==> src/rtl/mem_pkg.sv <==
// Shared defaults and FSM encoding for the memory requester.
package mem_pkg;

    localparam int unsigned ADDR_W_DEF = 8;
    localparam int unsigned DATA_W_DEF = 8;
    localparam int unsigned TO_CNT_W   = 8;

    typedef enum logic {
        StIdle    = 1'b0,
        StWaitAck = 1'b1
    } state_t;

endpackage

==> src/rtl/req_fifo.sv <==
// Request queue: power-of-two depth circular buffer with full/empty/count.
module req_fifo #(
    parameter int unsigned WIDTH = 17,
    parameter int unsigned DEPTH = 4,
    localparam int unsigned PTR_W = $clog2(DEPTH),
    localparam int unsigned CNT_W = PTR_W + 1
) (
    input  logic             clk,
    input  logic             reset,
    input  logic             push,
    input  logic [WIDTH-1:0] wdata,
    input  logic             pop,
    output logic [WIDTH-1:0] rdata,
    output logic             full,
    output logic             empty,
    output logic [CNT_W-1:0] count
);

    logic [WIDTH-1:0] mem [DEPTH];
    logic [PTR_W-1:0] wr_ptr_q, rd_ptr_q;
    logic [CNT_W-1:0] count_q;
    logic             do_push, do_pop;

    assign full    = (count_q == CNT_W'(DEPTH));
    assign empty   = (count_q == '0);
    assign count   = count_q;
    assign do_push = push && !full;
    assign do_pop  = pop && !empty;
    assign rdata   = mem[rd_ptr_q];

    // Storage needs no reset; validity is tracked by count_q alone.
    always_ff @(posedge clk) begin
        if (do_push) begin
            mem[wr_ptr_q] <= wdata;
        end
    end

    always_ff @(posedge clk or posedge reset) begin
        if (reset) begin
            wr_ptr_q <= '0;
            rd_ptr_q <= '0;
            count_q  <= '0;
        end else begin
            if (do_push) wr_ptr_q <= wr_ptr_q + 1'b1;
            if (do_pop)  rd_ptr_q <= rd_ptr_q + 1'b1;
            unique case ({do_push, do_pop})
                2'b10:   count_q <= count_q + 1'b1;
                2'b01:   count_q <= count_q - 1'b1;
                default: count_q <= count_q;
            endcase
        end
    end

endmodule

==> src/rtl/mem_requester.sv <==
// Queues client requests and issues them one at a time to a memory controller slot,
// with ack/timeout handling and a single-cycle response pulse.
module mem_requester
    import mem_pkg::*;
#(
    parameter int unsigned ADDR_W     = ADDR_W_DEF,
    parameter int unsigned DATA_W     = DATA_W_DEF,
    parameter int unsigned FIFO_DEPTH = 4,
    parameter int unsigned TIMEOUT    = 15
) (
    input  logic              clk,
    input  logic              reset,
    input  logic              req_valid,
    output logic              req_ready,
    input  logic [ADDR_W-1:0] req_addr,
    input  logic [DATA_W-1:0] req_wdata,
    input  logic              req_we,
    output logic              rsp_valid,
    output logic [DATA_W-1:0] rsp_rdata,
    output logic              rsp_we,
    output logic              rsp_err,
    output logic              mem_en,
    output logic [ADDR_W-1:0] mem_addr,
    output logic [DATA_W-1:0] mem_di,
    output logic              mem_we,
    input  logic              mem_ack,
    input  logic [DATA_W-1:0] mem_do,
    output logic              busy
);

    localparam int unsigned ENTRY_W = ADDR_W + DATA_W + 1;
    localparam int unsigned FCNT_W  = $clog2(FIFO_DEPTH) + 1;
    localparam logic [TO_CNT_W-1:0] TO_LAST = TO_CNT_W'(TIMEOUT - 1);

    logic [ENTRY_W-1:0] head;
    logic               fifo_full, fifo_empty, fifo_pop;
    logic [FCNT_W-1:0]  fifo_count;

    state_t              state_q, state_d;
    logic [TO_CNT_W-1:0] cnt_q, cnt_d;
    logic                mem_en_q, mem_en_d, mem_we_q, mem_we_d;
    logic [ADDR_W-1:0]   mem_addr_q, mem_addr_d;
    logic [DATA_W-1:0]   mem_di_q, mem_di_d;
    logic                rsp_valid_q, rsp_valid_d, rsp_we_q, rsp_we_d, rsp_err_q, rsp_err_d;
    logic [DATA_W-1:0]   rsp_rdata_q, rsp_rdata_d;

    req_fifo #(
        .WIDTH (ENTRY_W),
        .DEPTH (FIFO_DEPTH)
    ) u_fifo (
        .clk   (clk),
        .reset (reset),
        .push  (req_valid),
        .wdata ({req_we, req_addr, req_wdata}),
        .pop   (fifo_pop),
        .rdata (head),
        .full  (fifo_full),
        .empty (fifo_empty),
        .count (fifo_count)
    );

    assign req_ready = !fifo_full;
    assign fifo_pop  = (state_q == StIdle) && !fifo_empty;
    assign busy      = !fifo_empty || (state_q != StIdle);

    always_comb begin
        state_d     = state_q;
        cnt_d       = cnt_q;
        mem_en_d    = mem_en_q;
        mem_addr_d  = mem_addr_q;
        mem_di_d    = mem_di_q;
        mem_we_d    = mem_we_q;
        rsp_valid_d = 1'b0;
        rsp_rdata_d = rsp_rdata_q;
        rsp_we_d    = rsp_we_q;
        rsp_err_d   = rsp_err_q;
        unique case (state_q)
            StIdle: begin
                if (!fifo_empty) begin
                    mem_en_d   = 1'b1;
                    mem_we_d   = head[ENTRY_W-1];
                    mem_addr_d = head[DATA_W +: ADDR_W];
                    mem_di_d   = head[DATA_W-1:0];
                    cnt_d      = '0;
                    state_d    = StWaitAck;
                end
            end
            StWaitAck: begin
                // Ack wins over a timeout landing on the same edge.
                if (mem_ack) begin
                    mem_en_d    = 1'b0;
                    rsp_valid_d = 1'b1;
                    rsp_we_d    = mem_we_q;
                    rsp_err_d   = 1'b0;
                    rsp_rdata_d = mem_we_q ? '0 : mem_do;
                    state_d     = StIdle;
                end else if (cnt_q == TO_LAST) begin
                    mem_en_d    = 1'b0;
                    rsp_valid_d = 1'b1;
                    rsp_we_d    = mem_we_q;
                    rsp_err_d   = 1'b1;
                    rsp_rdata_d = '0;
                    cnt_d       = cnt_q + 1'b1;
                    state_d     = StIdle;
                end else begin
                    cnt_d = cnt_q + 1'b1;
                end
            end
            default: state_d = StIdle;
        endcase
    end

    always_ff @(posedge clk or posedge reset) begin
        if (reset) begin
            state_q     <= StIdle;
            cnt_q       <= '0;
            mem_en_q    <= 1'b0;
            mem_addr_q  <= '0;
            mem_di_q    <= '0;
            mem_we_q    <= 1'b0;
            rsp_valid_q <= 1'b0;
            rsp_rdata_q <= '0;
            rsp_we_q    <= 1'b0;
            rsp_err_q   <= 1'b0;
        end else begin
            state_q     <= state_d;
            cnt_q       <= cnt_d;
            mem_en_q    <= mem_en_d;
            mem_addr_q  <= mem_addr_d;
            mem_di_q    <= mem_di_d;
            mem_we_q    <= mem_we_d;
            rsp_valid_q <= rsp_valid_d;
            rsp_rdata_q <= rsp_rdata_d;
            rsp_we_q    <= rsp_we_d;
            rsp_err_q   <= rsp_err_d;
        end
    end

    assign mem_en    = mem_en_q;
    assign mem_addr  = mem_addr_q;
    assign mem_di    = mem_di_q;
    assign mem_we    = mem_we_q;
    assign rsp_valid = rsp_valid_q;
    assign rsp_rdata = rsp_rdata_q;
    assign rsp_we    = rsp_we_q;
    assign rsp_err   = rsp_err_q;

endmodule

==> config.mk <==
export PLATFORM = sky130hd
export DESIGN_NAME = mem_requester
export DESIGN_NICKNAME = d
export VERILOG_FILES = /design/src/rtl/mem_pkg.sv /design/src/rtl/req_fifo.sv /design/src/rtl/mem_requester.sv
export SDC_FILE = /design/constraint.sdc
export NUM_CORES = 1
export LEC_CHECK = 0
export BUFFER_PORTS_ARGS = -buffer_cell sky130_fd_sc_hd__buf_2
export CORE_ASPECT_RATIO = 2
export CORE_MARGIN = 10
export CORE_UTILIZATION = 25
export DETAILED_ROUTE_END_ITERATION = 12
export PLACE_DENSITY = 0.39
export SLEW_MARGIN = 20
export SYNTH_ARGS = -nofsm -noshare
export SYNTH_HDL_FRONTEND = slang
export SYNTH_SLANG_ARGS = --single-unit
==> constraint.sdc <==
create_clock -name clk -period 6 [get_ports clk]
set_input_delay 0 -clock clk [delete_from_list [all_inputs] [get_ports clk]]
set_output_delay 0 -clock clk [all_outputs]
set_load 0.02 [all_outputs]
# Yosys cells after proc, flatten, opt, wreduce, memory -nomap -nowiden
# Memories as Yosys holds them, arrays and structs flattened. A register that Yosys moved wholly into a read port is not among the register bits.
# Index checks and enable logic that the tools add are counted.
[word_totals]
regBits = 28
ram_bits = 68
inputBits = 29
out_inout_bits = 31
elab_cells = 62
mem_count = 1
[memory_table]
columns = ["memory", "depth", "width", "rd", "rd_clocked_by_memory_dff", "write_ports", "line_no", "text"]
rows = [
  ["u_fifo.mem", 4, 17, 1, 1, 1, "req_fifo.sv:19", "logic [WIDTH-1:0] mem [DEPTH];"],
]
[op_classes]
add_sub_neg = 5
eq_ne = 7
n_mux = 24
bitwise_logic = 2
n_reduce_logical = 13
[op_table]
columns = ["op", "count"]
rows = [
  ["$mux 8", 5],
  ["$pmux 8 s2", 1],
  ["$mux 1", 15],
  ["$add 8x1->8 const B", 1],
  ["$eq 8x4->1 const B", 1],
  ["$reduce_and 2->1", 4],
  ["$pmux 3 s2", 1],
  ["$add 2x1->2 const B", 2],
  ["$ne 2x2->1 const B", 2],
  ["$pmux 1 s2", 2],
  ["$reduce_bool 2->1", 2],
  ["$add 3x1->3 const B", 1],
  ["$eq 3x3->1 const B", 1],
  ["$logic_and 1x1->1", 3],
  ["$logic_not 3->1", 1],
  ["$ne 3x2->1 const B", 1],
  ["$sub 3x1->3 const B", 1],
  ["$eq 2x1->1 const B", 1],
  ["$eq 2x2->1 const B", 1],
  ["$logic_not 1->1", 2],
  ["$not 1->1", 2],
  ["$logic_or 1x1->1", 1],
]

# Depth between registers and ports, before layout
[logic_depth]
word_depth = 6
mapped_depth = 9
depth_no_buf = 8

# Modules after synthesis
# A second synthesis with hierarchy kept.
[unflattened]
cells_unflattened = 286
area_unflattened_um2 = 4605.7
[modules_own_cells]
columns = ["mod", "instances", "cells_per_inst", "area_each_um2", "seq_area_each_um2"]
rows = [
  ["req_fifo", 1, 127, 2925.3, 2217.1],
  ["mem_requester", 1, 159, 1680.4, 950.9],
]

# Worst setup path before layout
# No wires, ideal clock.
[synth_path]
path_kind = "flip-flop to flip-flop"
from = "reg u_fifo.count_q[0] (netlist: u_fifo.count[0])"
to = "reg u_fifo.count_q[2] (netlist: u_fifo.count[2])"
setup_time_ps = 79
arrival_ps = 2058
t_required_ps = 5921
slack_ps = 3863
stages_incl_launch_ff = 10
n_path_buf = 1
period_less_slack_ps = 2137
path_cell_list = "dfrtp_1 or3b_1 buf_2 nand2_1 ha_1 inv_1 fa_1 xor2_1 nor2_1 xor2_1"
[synth_via]
elab_cells_between_ends = 13
classes_between = "2 x add/sub; 3 x eq/ne; 1 x mux; 7 x reduce/logical"
[synth_rtl]
columns = ["item", "line_no", "text"]
rows = [
  ["start: declaration", "req_fifo.sv:21", "logic [CNT_W-1:0] count_q;"],
  ["start signal: assignment", "req_fifo.sv:47", "2'b10: count_q <= count_q + 1'b1;"],
  ["start signal: assignment", "req_fifo.sv:48", "2'b01: count_q <= count_q - 1'b1;"],
  ["start signal: assignment", "req_fifo.sv:49", "default: count_q <= count_q;"],
  ["$eq 3x3->1 *", "req_fifo.sv:24", "assign full = (count_q == CNT_W'(DEPTH));"],
  ["$logic_not 1->1 *", "--", ""],
  ["via req_ready", "mem_requester.sv:14", "output logic req_ready,"],
  ["$logic_and 1x1->1 *", "req_fifo.sv:27", "assign do_push = push && !full;"],
  ["$eq 2x1->1 or $eq 2x2->1 (tied branches)", "req_fifo.sv:46", "unique case ({do_push, do_pop})"],
  ["$pmux 3 s2 or $reduce_bool 2->1 (tied branches)", "--", ""],
]
# Mark *: on every way through the listed nets, which the timed path passes. The rest lies on a longest branch.
# A chain may end at the register's enable or synchronous reset.

# Final worst setup path
[layout_path]
from = "reg state_q"
to = "reg u_fifo.count_q[2] (netlist: u_fifo.count[2])"
[layout_via]
elab_chain_cells = 5
elab_cells_between_ends = 7
classes_between = "2 x eq/ne; 1 x mux; 1 x bitwise; 3 x reduce/logical"
[layout_rtl]
columns = ["item", "line_no", "text"]
rows = [
  ["start: declaration", "mem_requester.sv:39", "state_t state_q, state_d;"],
  ["start signal: assignment", "mem_requester.sv:115", "state_q <= StIdle;"],
  ["start signal: assignment", "mem_requester.sv:126", "state_q <= state_d;"],
  ["$not 1->1 (no line) *", "--", ""],
  ["$logic_and 1x1->1 *", "mem_requester.sv:63", "assign fifo_pop = (state_q == StIdle) && !fifo_empty;"],
  ["$logic_and 1x1->1 *", "req_fifo.sv:28", "assign do_pop = pop && !empty;"],
  ["$eq 2x1->1 or $eq 2x2->1 (tied branches)", "req_fifo.sv:46", ""],
  ["$pmux 3 s2 or $reduce_bool 2->1 (tied branches)", "--", ""],
]
# Mark *: on every way between the ends. The rest lies on a longest branch, timed or not.

==> impl_metrics.yaml <==
detailed_routing:
  via_per_inst: 4.38
  drc: 0
  dr.pass1.iters: 4
  wl_per_cell_um: 17.9
  routed_wirelength_mm: 10.2
  ant_nets: 0
  dr_total_vias: 2507
  drtIter0Drc: 127
synth:
  ys_warn_count: 0
  syn-cell-area_mm2: 0.00456
  async_flop_share_pct: 39.8
  synth_fp_nets: 285
  ys_seq_area_share_pct: 69.5
  syn_area_per_cell_um2: 18.4
  ys_types: 41
  ys_ff_latch: 113
  ys.flop_type: "edfxtp_1"
  netlist_instances: 248
  synth_edf_count: 68
layout:
  area_delta_synth_final_pct: 30.5
  final_core_util_pct: 33.3
  n_antenna_cell: 0
  drive_gt1_share_pct: 35.1
  fin_area_mm2: 0.00595
  nNetsFinal: 383
floorplan:
  die-area_mm2: 0.0244
  die_w_um: 116
  core_mm2: 0.0179
  pin_count: 60
  rows: 69
  die_h_um: 211
  start_util_pct: 25.5
pwr:
  leakage_uw: 0.00245
  pwr_density_cell_mw_per_mm2: 524
  ir_drop_mv: 0.191
placement:
  placed_area_mm2: 0.00508
  place_ws_ns: 3.61
  place.gp.congestion: 0.689
  dp_hpwl_mm: 6.67
  io_buffers: 59
timing:
  grt_setup_unrepaired: "false"
  whs_ns: 0.0299
  finalSetupTns_ns: 0
  finalCritPeriodShare_pct: 39.8
  hold_viol_final: 0
  setup_viol: 0
  slew_violations: 0
  worst_pin_slew_ns: 0.974
  period_needed_ns: 2.39
  setup_ws_ns: 3.61
  fin_worst_skew_ns: 0.00784
  max_freq_mhz: 419
  relSlewSlack_pct: 34.2
setup_path:
  cp_max_fo: 23
  crit_arrival_ns: 2.71
  cp-end-kind: "flop"
  critPathLaunchType: "flop"
  cp_data_required_time_ns: 6.33
  criticalPathCategory: "flop to flop"
clocking:
  path_clk_slew_ns: 0.06
  cts_made_buffers: 17
  h-tree-depth: 4
  clock-root-buffer: "clkbuf_16"
  cts_tree: "built"
  clock_path_buffers: 2
  post_cts_buffers: 0
  cts.sinks: 113
  cts_resized: 0
  clkLatencyLatePin_ns: 0.41
global_route:
  grt_pass1_vias: 2952
  grt_use_total_pct: 9.28
  grt_pass1_wl_mm: 16.6
  grt_start_max_net_pins: 46
  grt-ovfl-total: 0
  antenna_found_initial: 0
status:
  outcome: "finished clean"
worst_hold_path:
  hp-class: "input pin to flop"
job:
  maxCapViolCount: 0
-- layer usage --
layer / track usage (%) / routed length (um) / vias to the layer above
met5: 0 / 0 / -
met4: 5.01 / 196 / 0
met3: 2.53 / 379 / 12
met2: 16.9 / 5900 / 46
met1: 9.18 / 3760 / 1293
li1: - / - / 1156
-- path summary, 6_finish.rpt --
check / from / cells after the start / end / slack (ns)
max: state_q / 8 / u_fifo.count[2] / 3.61
min: mem_ack / 3 / rsp_err / 0.03
max reg2reg: state_q / 8 / u_fifo.count[2] / 3.61
min reg2reg: cnt_q[7] / 1 / cnt_q[7] / 0.46
max in group asynchronous: reset / 4 / mem_addr[3] / 5.23
min in group asynchronous: reset / 4 / mem_di[2] / 0.29
-- repair_timing --
item	CTS	global route
endpoints found under the hold margin	122	0
hold buffers	27	0
setup endpoints to repair	0	0
-- state kept, by name, summed over array words and instances, names as in the netlist --
| name | count |
|---|---|
| u_fifo.mem | 68 |
| cnt_q | 8 |
| mem_addr | 8 |
| mem_di | 8 |
| rsp_rdata | 8 |
| u_fifo.count | 3 |
| u_fifo.rd_ptr_q | 2 |
| u_fifo.wr_ptr_q | 2 |
| mem_en | 1 |
| mem_we | 1 |
| rsp_err | 1 |
| rsp_valid | 1 |
| rsp_we | 1 |
| state_q | 1 |
-- through the flow --
step / power [uW] / cells
finish: 3120 / 572
global route: 3310 / 572
CTS: 3190 / 572
detailed placement: 2180 / 513
global placement: 2160 / 513
floorplan: 1880 / 248
-- logic make-up (layout without fill, tap and decap cells) --
logic type,after synthesis,after routing,synth area share (%)
multiplexers,41,41,15.6
AND/OR/NAND/NOR,35,35,5.40
XOR/XNOR,6,6,1.15
AO/OA/AOI/OAI,23,23,3.48
adder cells (fa/ha/maj),8,8,2.36
buffers and inverters,22,133,2.55
flip-flops,113,113,69.5
-- final cells by class --
type | instances | area [um^2]
Clock buffer | 30 | 587
Multi-Input combinational cell | 113 | 1280
Clock inverter | 2 | 10.0
Fill cell | 1704 | 11900
Timing Repair Buffer | 91 | 603
Sequential cell | 113 | 3170
Tap cell | 213 | 267
Inverter | 10 | 37.5
-- layout by cell type, fill, tap and decap left out, types with 6 or more instances in the layout --
cell type      count
mux2_4             8
edfxtp_1          68
mux4_2             8
and4b_1            8
clkbuf_8           7
mux2_2            11
buf_2             59
clkbuf_16         19
ha_1               7
o21ai_0            6
inv_1              9
a21o_1             9
dfrtp_1           45
mux4_1             9
dlygate4sd3_1     27
-- worst max-delay path: stages, from the launching register on --
cell and delay, ns:
dfrtp_1 0.62, nor2_2 0.19, buf_4 0.38, ha_1 0.25
inv_1 0.06, fa_1 0.37, xor2_1 0.15, nor2_1 0.11
xor2_1 0.16
-- synth_stat cells, drive strengths merged (2+ instances only) --
master / count / area (um^2)
nor2: 4 / 17.5
inv: 10 / 37.5
mux2: 19 / 244
nor3: 3 / 26.3
a21o: 9 / 67.6
ha: 7 / 87.6
a41oi: 2 / 17.5
xor2: 4 / 35.0
nand2: 5 / 18.8
buf: 8 / 63.8
and3: 4 / 25.0
nand2b: 2 / 12.5
mux2i: 5 / 50.1
o211ai: 2 / 15.0
clkbuf: 4 / 15.0
mux4: 17 / 417
and4b: 8 / 80.1
xnor2: 2 / 17.5
dfrtp: 45 / 1130
o21ai: 6 / 30.0
edfxtp: 68 / 2040
nor4: 2 / 12.5
-- power by group --
group	total, uW	internal, uW	switching, uW
clock	985	654	331
sequential	1230	1070	169
combinational	900	441	459
(Power assumes the default switching activity.)
